**src/rtl/shift_add_ctrl.sv**
```systemverilog
// shift_add_ctrl: sequential shift-and-add unsigned multiplier.
//
// Ports
//   clk        : clock. All state updates on the rising edge.
//   rst_n      : asynchronous active-low reset.
//   din_valid  : operand pair offered on mult_a / mult_b.
//   din_ready  : high only in IDLE. The block can take an operand pair.
//   mult_a     : multiplicand, unsigned, WIDTH bits.
//   mult_b     : multiplier, unsigned, WIDTH bits.
//   dout_valid : high only in DONE. dout holds the finished product.
//   dout_ready : the consumer takes the product.
//   dout       : product, 2*WIDTH bits. Outside DONE it keeps the last completed product.
//   busy       : high in CALC or DONE.
//   state_dbg  : current FSM state (0 IDLE, 1 CALC, 2 DONE).
//
// Handshake
//   A transfer happens on a rising edge where valid and ready are both high.
//   A producer that raises valid keeps the data stable until that edge.
//   The input side accepts one pair and then stays closed until the product has been taken.
//   So there is always at least one IDLE cycle between two products.
module shift_add_ctrl #(
    parameter int WIDTH      = 4,
    parameter bit EARLY_TERM = 1'b1
) (
    input  logic                 clk,
    input  logic                 rst_n,
    input  logic                 din_valid,
    output logic                 din_ready,
    input  logic [WIDTH-1:0]     mult_a,
    input  logic [WIDTH-1:0]     mult_b,
    output logic                 dout_valid,
    input  logic                 dout_ready,
    output logic [2*WIDTH-1:0]   dout,
    output logic                 busy,
    output logic [1:0]           state_dbg
);

    localparam int CW = $clog2(WIDTH);

    typedef enum logic [1:0] {
        IDLE = 2'd0,
        CALC = 2'd1,
        DONE = 2'd2
    } state_t;

    state_t             state;
    state_t             state_nxt;
    logic [WIDTH-1:0]   a_reg;
    logic [WIDTH-1:0]   b_reg;
    logic [2*WIDTH-1:0] acc;
    logic [CW-1:0]      cnt;

    logic               accept;
    logic [WIDTH-1:0]   b_shift;
    logic               rest_zero;
    logic               last_step;
    logic [2*WIDTH-1:0] partial;
    logic [2*WIDTH-1:0] acc_sum;

    assign accept = din_valid && (state == IDLE);

    // b_shift[0] is the multiplier bit handled this cycle.
    // The bits above it tell us whether any work is left.
    assign b_shift   = b_reg >> cnt;
    assign rest_zero = ((b_shift >> 1) == '0);
    assign last_step = (cnt == CW'(WIDTH - 1)) || (EARLY_TERM && rest_zero);

    assign partial = b_shift[0] ? ({{WIDTH{1'b0}}, a_reg} << cnt) : '0;
    assign acc_sum = acc + partial;

    always_ff @(posedge clk or negedge rst_n) begin
        if (!rst_n) begin
            state <= IDLE;
        end else begin
            state <= state_nxt;
        end
    end

    always_comb begin
        state_nxt = state;
        case (state)
            IDLE: if (din_valid)  state_nxt = CALC;
            CALC: if (last_step)  state_nxt = DONE;
            DONE: if (dout_ready) state_nxt = IDLE;
            default:              state_nxt = IDLE;
        endcase
    end

    assign din_ready  = (state == IDLE);
    assign dout_valid = (state == DONE);
    assign busy       = (state == CALC) || (state == DONE);
    assign state_dbg  = state;

    // Datapath. The operand registers only load in IDLE.
    // Traffic on the input side during CALC/DONE is therefore ignored.
    // The counter stops on the last step, so it never wraps.
    // This matters when WIDTH is a power of two.
    always_ff @(posedge clk or negedge rst_n) begin
        if (!rst_n) begin
            a_reg <= '0;
            b_reg <= '0;
            acc   <= '0;
            cnt   <= '0;
            dout  <= '0;
        end else if (accept) begin
            a_reg <= mult_a;
            b_reg <= mult_b;
            acc   <= '0;
            cnt   <= '0;
        end else if (state == CALC) begin
            acc <= acc_sum;
            if (last_step) begin
                dout <= acc_sum;
            end else begin
                cnt <= cnt + CW'(1);
            end
        end
    end

endmodule

```
**config.mk**
```make
export PLATFORM = sky130hd
export DESIGN_NAME = shift_add_ctrl
export DESIGN_NICKNAME = d
export VERILOG_FILES = /design/src/rtl/shift_add_ctrl.sv
export SDC_FILE = /design/constraint.sdc
export NUM_CORES = 1
export LEC_CHECK = 0
export ABC_CLOCK_PERIOD_IN_PS = 2900
export CORE_MARGIN = 2
export CORE_UTILIZATION = 40
export DETAILED_ROUTE_END_ITERATION = 6
export PLACE_DENSITY = 0.71
export SYNTH_ARGS = -nofsm -noshare
export SYNTH_HDL_FRONTEND = slang
export SYNTH_SLANG_ARGS = --single-unit
```
**constraint.sdc**
```tcl
create_clock -name clk -period 2.9 [get_ports clk]
set_clock_uncertainty 0.15 [all_clocks]
set_input_delay 0.58 -clock clk [delete_from_list [all_inputs] [get_ports clk]]
set_output_delay 0.58 -clock clk [all_outputs]
set_load 0.03 [all_outputs]
```
==> metrics.md, run 1 <==
| Metric | Value |
|---|---|
| Outcome | complete, no violations |
| Leak Pwr | 0.9848 nW |
| Global route overflow | 0 |
| 1st-iter DRT viols | 50 |
| Hold WS | 332.9 ps |
| Crit path required time | 2970 ps |
| Tmin final | 2691 ps |
| Origin of the critical flop-to-flop path | b_reg[3] |
| Multi-input gate area | 938.4 um2 |
| CTS root buf | clkbuf_8 |
| Most Crowded Layer GR | met2 |
| Worst Hold Endpoint | dout[5] |
| Top Registers | acc (8), dout (8) |
| Peak supply drop | 523.3 uV |
| Setup crit start kind | flop |
| Dpl ws | around 250 ps |
| Worst R2R Path Depth | 8 |
| Resized Gates After CTS | 0 |
| Slew Viols, Final | 0 |
| Hold Startpoint | dout[5] |
| Worst Path Arrival | between 2000 and 3000 ps |
| Average routed wire per standard cell | 12.68 um |
| Synth area leaders | dfrtp_1 (41%), nand2_1 (8.4%), ha_1 (8.1%) |
| Clock buffer depth | 2 |
| Layout cells sized above 1 | 9.953% |
| Port Buffers | 24 |
| Synth-to-Final Area Change | 21.64% |
| Diodes inserted | 0 |
| Final setup vio count | 0 |
| Vias in the first global route | 1,278 |
| Post-CTS Setup Inserts | 0 |
| Cts bufs inserted | 3 |
| GRT Total Usage | 15.32% |
| Post-DP HPWL | around 2500 um |
| Gpl congestion | around 0.8 |
| DRT Pass-1 Iters | 4 |
| Count of cell types in the netlist | 42 |
| Maximum operating frequency | 371.6 MHz |
| # IOs | 25 |
| Hold-critical path depth | 2 |
| Die Y | 69.30 um |
| Via density | 5.080 |
| Clock sinks | 28 |
| Post-Syn Area | between 1500 and 2000 um2 |
| Setup slack, reg-to-reg | ~210 ps |
| GR Util met3 | about 1.6% |
| Fillers | 382 |
| CTS tree | built |
| Final hold viol count | 0 |
| Worst Hold Class | flop to flop |
| DRC violation count after routing | 0 |
| Die extent in x | 69.30 um |
| DIE AREA | between 4000 and 5000 um2 |
| Cell family with most CP delay | multiplexers |
| Slowest-stage cell, CP | mux4_1 |
| Setup TNS | 0 ps |
| CTS H-Tree Depth | 1 |
| DP Cell Count | 257 |
| Clock slew at reported path FFs | 100 ps |
| Syn avg cell area | between 9 and 10 um2 |
| Routed Antenna Nets | 0 |
| Slew Limit Headroom | 42.17% |
| Crit path cell chain | mux4_1, and2_1, ha_1, nor2b_1, o31ai_1, a21boi_0, mux2i_1, nor2_1 |
| Final Non-Filler Cells | 261 |
| Synth warn | 0 |
| Vias post-DR | around 1,300 |
| Global-route wire length before repair | 6051 um |
| CP bufs+invs | 0 |
| FF-to-FF End | acc[4] |
| Sequential share of the synthesized area | 41.09% |
| RSZ-0062 raised after global routing | false |
| Post-Syn Nets | ~210 |
| CP startpoint | b_reg[3] |
| Worst Path Max Fanout | 7 |
| Num rows | 23 |
| Crit share post-route | 92.79% |
| Cell area power density | 1083 nW/um2 |
| CP endpoint kind | flop |
| NumNets Final | 236 |
| Pwr Total | 2.247 mW |
| Kind of critical path | flop to flop |
| Maximum capacitance violations | 0 |
| Met1 global-route usage | 20.85% |
| Clk_lat worst skew | 280 ps |
| Worst setup margin | 209.1 ps |
| CTS Hold Bufs | 0 |
| Synth area leader | dfrtp_1 |
| Worst stage delay on the critical path | 530 ps |
| Final WL | 3310 um |
| Worst Tran Pin Value | 862.3 ps |
| FF/Latch Area | 703.2 um2 |
| Share of the synthesized area in the top cell type | 41.09% |
| Initial Util | between 40% and 50% |
| Largest net degree at the start of global routing | 29 |
| Grt met2 use | 25.11% |
| Core footprint | approximately 4100 um2 |
| Syn Inst Count | 184 |
| Synth Register Bits | 28 |
| Antenna violations before repair | 0 |
[worst max path at each step]
stage              to  slack [ps]  cells after the start
6_report       acc[4]         210                      8
5_1_grt        acc[6]           6                      8
4_1_cts        acc[4]         200                      8
3_5_place_dp   acc[4]         250                      8
3_3_place_gp   acc[4]         310                      8
2_1_floorplan  acc[6]         230                      9
[cell usage after synthesis]
library cell / instances
mux2_1: 2
o21a_1: 2
clkbuf_1: 3
xnor2_1: 3
a211oi_4: 1
a21boi_0: 1
buf_1: 1
mux2i_1: 7
a211oi_1: 2
nor2_2: 1
or2_4: 1
nor2_1: 15
o21bai_2: 1
o211ai_1: 1
o31ai_2: 1
buf_6: 1
o22ai_1: 1
nand3_1: 3
o31ai_1: 2
buf_2: 2
nand2_1: 38
xor2_1: 3
and2_1: 4
and4_2: 1
dfrtp_1: 28
inv_1: 8
mux4_1: 1
nor3_1: 3
o311a_1: 1
ha_1: 11
a21o_1: 2
nand3b_1: 2
o21ai_0: 17
o211a_1: 1
and3_1: 1
mux2_2: 3
nand2b_1: 1
and2_0: 1
fa_1: 1
nor2b_1: 2
o21ai_1: 1
a21oi_1: 3
[tightest hold or removal path, stage by stage (launching register included)]
cell and delay [ps]:
dfrtp_1 350, nand2_1 40, o21ai_0 60
[layout by cell type, fill, tap and decap left out, types with 4 or more instances in the layout]
cell,instances
clkbuf_8,4
ha_1,11
and2_1,4
o21ai_0,17
nor2_1,15
buf_4,6
clkdlybuf4s50_1,24
mux2i_1,7
inv_1,8
dfrtp_1,26
nand2_1,38
[logic make-up (layout without fill, tap and decap cells)]
group	after synthesis	in the layout	share of synthesized area, %
adder cells (fa/ha/maj)	12	12	9.244
AO/OA/AOI/OAI	37	37	14.67
flip-flops	28	28	41.09
buffers and inverters	15	42	3.888
multiplexers	13	13	8.951
AND/OR/NAND/NOR	73	73	19.08
XOR/XNOR	6	6	3.082
[layer usage]
| metal | routed length [um] | part of all wire (%) |
|---|---|---|
| met1 | 1599 | 48 |
| met2 | 1539 | 46 |
| met3 | 114 | 3.4 |
| met4 | 57 | 1.7 |
| met5 | 0 | 0 |
[report_power, final]
part | switching [mW] | total, mW | internal, mW
registers | 0.140 | 0.700 | 0.560
clock network | 0.127 | 0.248 | 0.122
logic | 0.722 | 1.30 | 0.577
total | 0.989 | 2.25 | 1.26
[layout make-up]
| cell class | instances | area share (%) |
|---|---|---|
| clock buffers | 4 | 2.654 |
| inverters | 8 | 1.448 |
| repair buffers | 30 | 13.75 |
| flip-flops and latches | 28 | 33.90 |
| well taps | 50 | 3.016 |
| multi-input cells | 141 | 45.24 |
[through the flow]
step           area, um2  utilization, %
2_1_floorplan       1705               -
3_3_place_gp        2017           49.71
3_5_place_dp        2017           49.71
4_1_cts             2072           51.06
5_1_grt             2074           51.13
6_report            2074           51.13
Power figures use the tool's default switching activity.
==> inputs of run 2 (changes only) <==
- CORE_ASPECT_RATIO: not set -> 1.5
- REMOVE_ABC_BUFFERS: not set -> 1
==> run 2 against run 1 <==
Wire length is 1.5% lower. Sequential cell count unchanged. Largest power group unchanged. Worst setup slack gained 53 ps. Non-clock buffer count unchanged. Register-to-register slack better by 50 ps. Die area increased by 0.23%. Utilization decreased by 1.6 points. Maximum frequency is 2.0% higher. Largest cell class unchanged. Sequential power is 0.6% higher. Hold slack better by 2.5 ps. Final cell count shrank 1.5%.
==> metrics.md, run 2 (synthesis gave the netlist of run 1 again) <==
| Metric | Value |
|---|---|
| Crit share post-route | 90.95% (-1.8 points) |
| Finished Cell Area | 2068 um2 (-0.30%) |
| Layout Utilization | 49.57% (-1.6 points) |
| Num rows | 29 (+26%) |
| NumNets Final | 236 (unchanged) |
| Global route overflow | 0 (unchanged) |
| Initial Util | 40.87% (-1.2 points) |
| Hold Startpoint | dout[7] |
| GRT Total Usage | 15.33% (about the same) |
| Maximum operating frequency | 379.1 MHz (+2.0%) |
| Worst Path Arrival | 2680 ps (-80 ps) |
| CTS H-Tree Depth | 1 (unchanged) |
| Worst Path Max Fanout | 7 (unchanged) |
| Average routed wire per standard cell | 12.69 um (about the same) |
| CP endpoint kind | flop |
| CTS tree | built |
| Gpl congestion | 0.8985 (+13%) |
| Diodes inserted | 0 (unchanged) |
| Core footprint | 4173 um2 (+2.8%) |
| DRT Pass-1 Iters | 4 (unchanged) |
| Routed Antenna Nets | 0 (unchanged) |
| Clock sinks | 28 (unchanged) |
| Vias in the first global route | 1,340 (+4.9%) |
| Commonest non-fill, non-tap cell in the layout | nand2_1 |
| Die extent in x | 57.32 um (-17%) |
| CTS root buf | clkbuf_8 |
| Wire length on met3 | 51 um (-55%) |
| Post-Route M1 WL | 1326 um (-17%) |
| Setup TNS | 0 ps (unchanged) |
| Worst Tran Pin Value | 346.2 ps (-516.1 ps) |
| Final hold viol count | 0 (unchanged) |
| Maximum capacitance violations | 0 (unchanged) |
| Peak supply drop | 580.4 uV (+11%) |
| Slew Viols, Final | 0 (unchanged) |
| Worst Hold Endpoint | dout[7] |
| Vias post-DR | 1,311 (-1.1%) |
| Worst R2R Path Depth | 8 (unchanged) |
| Post-CTS Setup Inserts | 0 (unchanged) |
| Global-route wire length before repair | 5851 um (-3.3%) |
| CTS Hold Bufs | 0 (unchanged) |
| DR WL met2 | 1833 um (+19%) |
| Worst Hold Class | flop to flop |
| Clock slew at reported path FFs | 90 ps (about the same) |
| Slew Limit Headroom | 76.92% (+35 points) |
| Clock buffer depth | 2 (unchanged) |
| # IOs | 25 (unchanged) |
| Fillers | 393 (+2.9%) |
| Hold-critical path depth | 2 (unchanged) |
| DIE AREA | 4813 um2 (+0.23%) |
| Cell area power density | 1082 nW/um2 (-0.13%) |
| Setup slack, reg-to-reg | 260 ps (+50 ps) |
| FF-to-FF End | acc[6] |
| Largest net degree at the start of global routing | 29 (unchanged) |
| Clk_lat worst skew | 270 ps (about the same) |
| RSZ-0062 raised after global routing | false |
| Synth-to-Final Area Change | 21.28% |
| Port Buffers | 24 (unchanged) |
| Resized Gates After CTS | 0 (unchanged) |
| DP Area | 2012 um2 (-0.25%) |
| Tmin final | 2638 ps (-53.30 ps) |
| Layout cells sized above 1 | 9.479% (-0.47 points) |
| Cts bufs inserted | 3 (unchanged) |
| Outcome | complete, no violations |
| Origin of the critical flop-to-flop path | b_reg[3] |
| Most frequent cells in the layout | nand2_1 (38), dfrtp_1 (27), clkdlybuf4s50_1 (24), o21ai_0 (17), nor2_1 (15) |
| Antenna violations before repair | 0 (unchanged) |
| Die Y | 83.97 um (+21%) |
| Uppermost routed layer | met4 |
| Post-DP HPWL | 2563 um (+1.8%) |
| Via density | 5.101 (+0.41%) |
| Final WL | 3262 um (-1.5%) |
| DRC violation count after routing | 0 (unchanged) |
| Kind of critical path | flop to flop |
| Leak Pwr | 0.9850 nW (about the same) |
| Top Registers | acc (8), dout (8) |
| Setup crit start kind | flop |
| Final setup vio count | 0 (unchanged) |
| 1st-iter DRT viols | 16 (-68%) |
| Crit path required time | 2950 ps (-20 ps) |
run 2: changes by cell type in the layout (fill, tap and decap cells not counted):
cell | previous run | this run
dfrtp_1 | 26 | 27
dfrtp_2 | 2 | 1
run 2: power by group:
part	switching (mW)	internal [mW]
Clock	0.118	0.122
Sequential	0.146	0.559
Combinational	0.718	0.577
Total	0.981	1.26
run 2: worst max-delay path by stage:
| stage | startpoint | endpoint | slack [ps] |
|---|---|---|---|
| floorplan | cnt[0] | acc[6] | 180 |
| global placement | cnt[1] | dout[6] | 310 |
| detailed placement | cnt[1] | acc[6] | 240 |
| CTS | cnt[1] | acc[6] | 240 |
| global route | b_reg[3] | acc[6] | 10 |
| finish | b_reg[3] | acc[6] | 260 |
run 2: critical path, stage by stage (launching register included):
cell and delay, ps:
dfrtp_1 460, mux4_1 540, and2_1 170, ha_1 320, nor2b_1 160, o31ai_1 240
a21oi_1 160, and3_1 210, nor3_1 170
run 2: area by class of cell:
cell class | count | area, um2 | area share (%)
multi-input cells | 141 | 938.4 | 45.37
flip-flops and latches | 28 | 701.9 | 33.94
repair buffers | 30 | 285.3 | 13.79
well taps | 46 | 57.56 | 2.783
clock buffers | 4 | 55.05 | 2.662
inverters | 8 | 30.03 | 1.452
run 2: per-stage QoR:
stage / power (mW) / setup WS (ps) / hold slack (ps) / std cells
floorplan: 1.600 / 181.7 / 134.4 / 177
global placement: 1.991 / 310.0 / 311.5 / 253
detailed placement: 2.024 / 242.8 / 320.4 / 253
finish: 2.237 / 262.4 / 335.4 / 257
CTS: 2.272 / 237.2 / 342.6 / 257
global route: 2.439 / 11.09 / 361.4 / 257
run 2: routing by layer:
| metal | GRT usage [%] | up-vias |
|---|---|---|
| met4 | 5.708 | 0 |
| met5 | 0 | - |
| met2 | 28.94 | 17 |
| li1 | - | 679 |
| met1 | 17.11 | 610 |
| met3 | 1.395 | 5 |
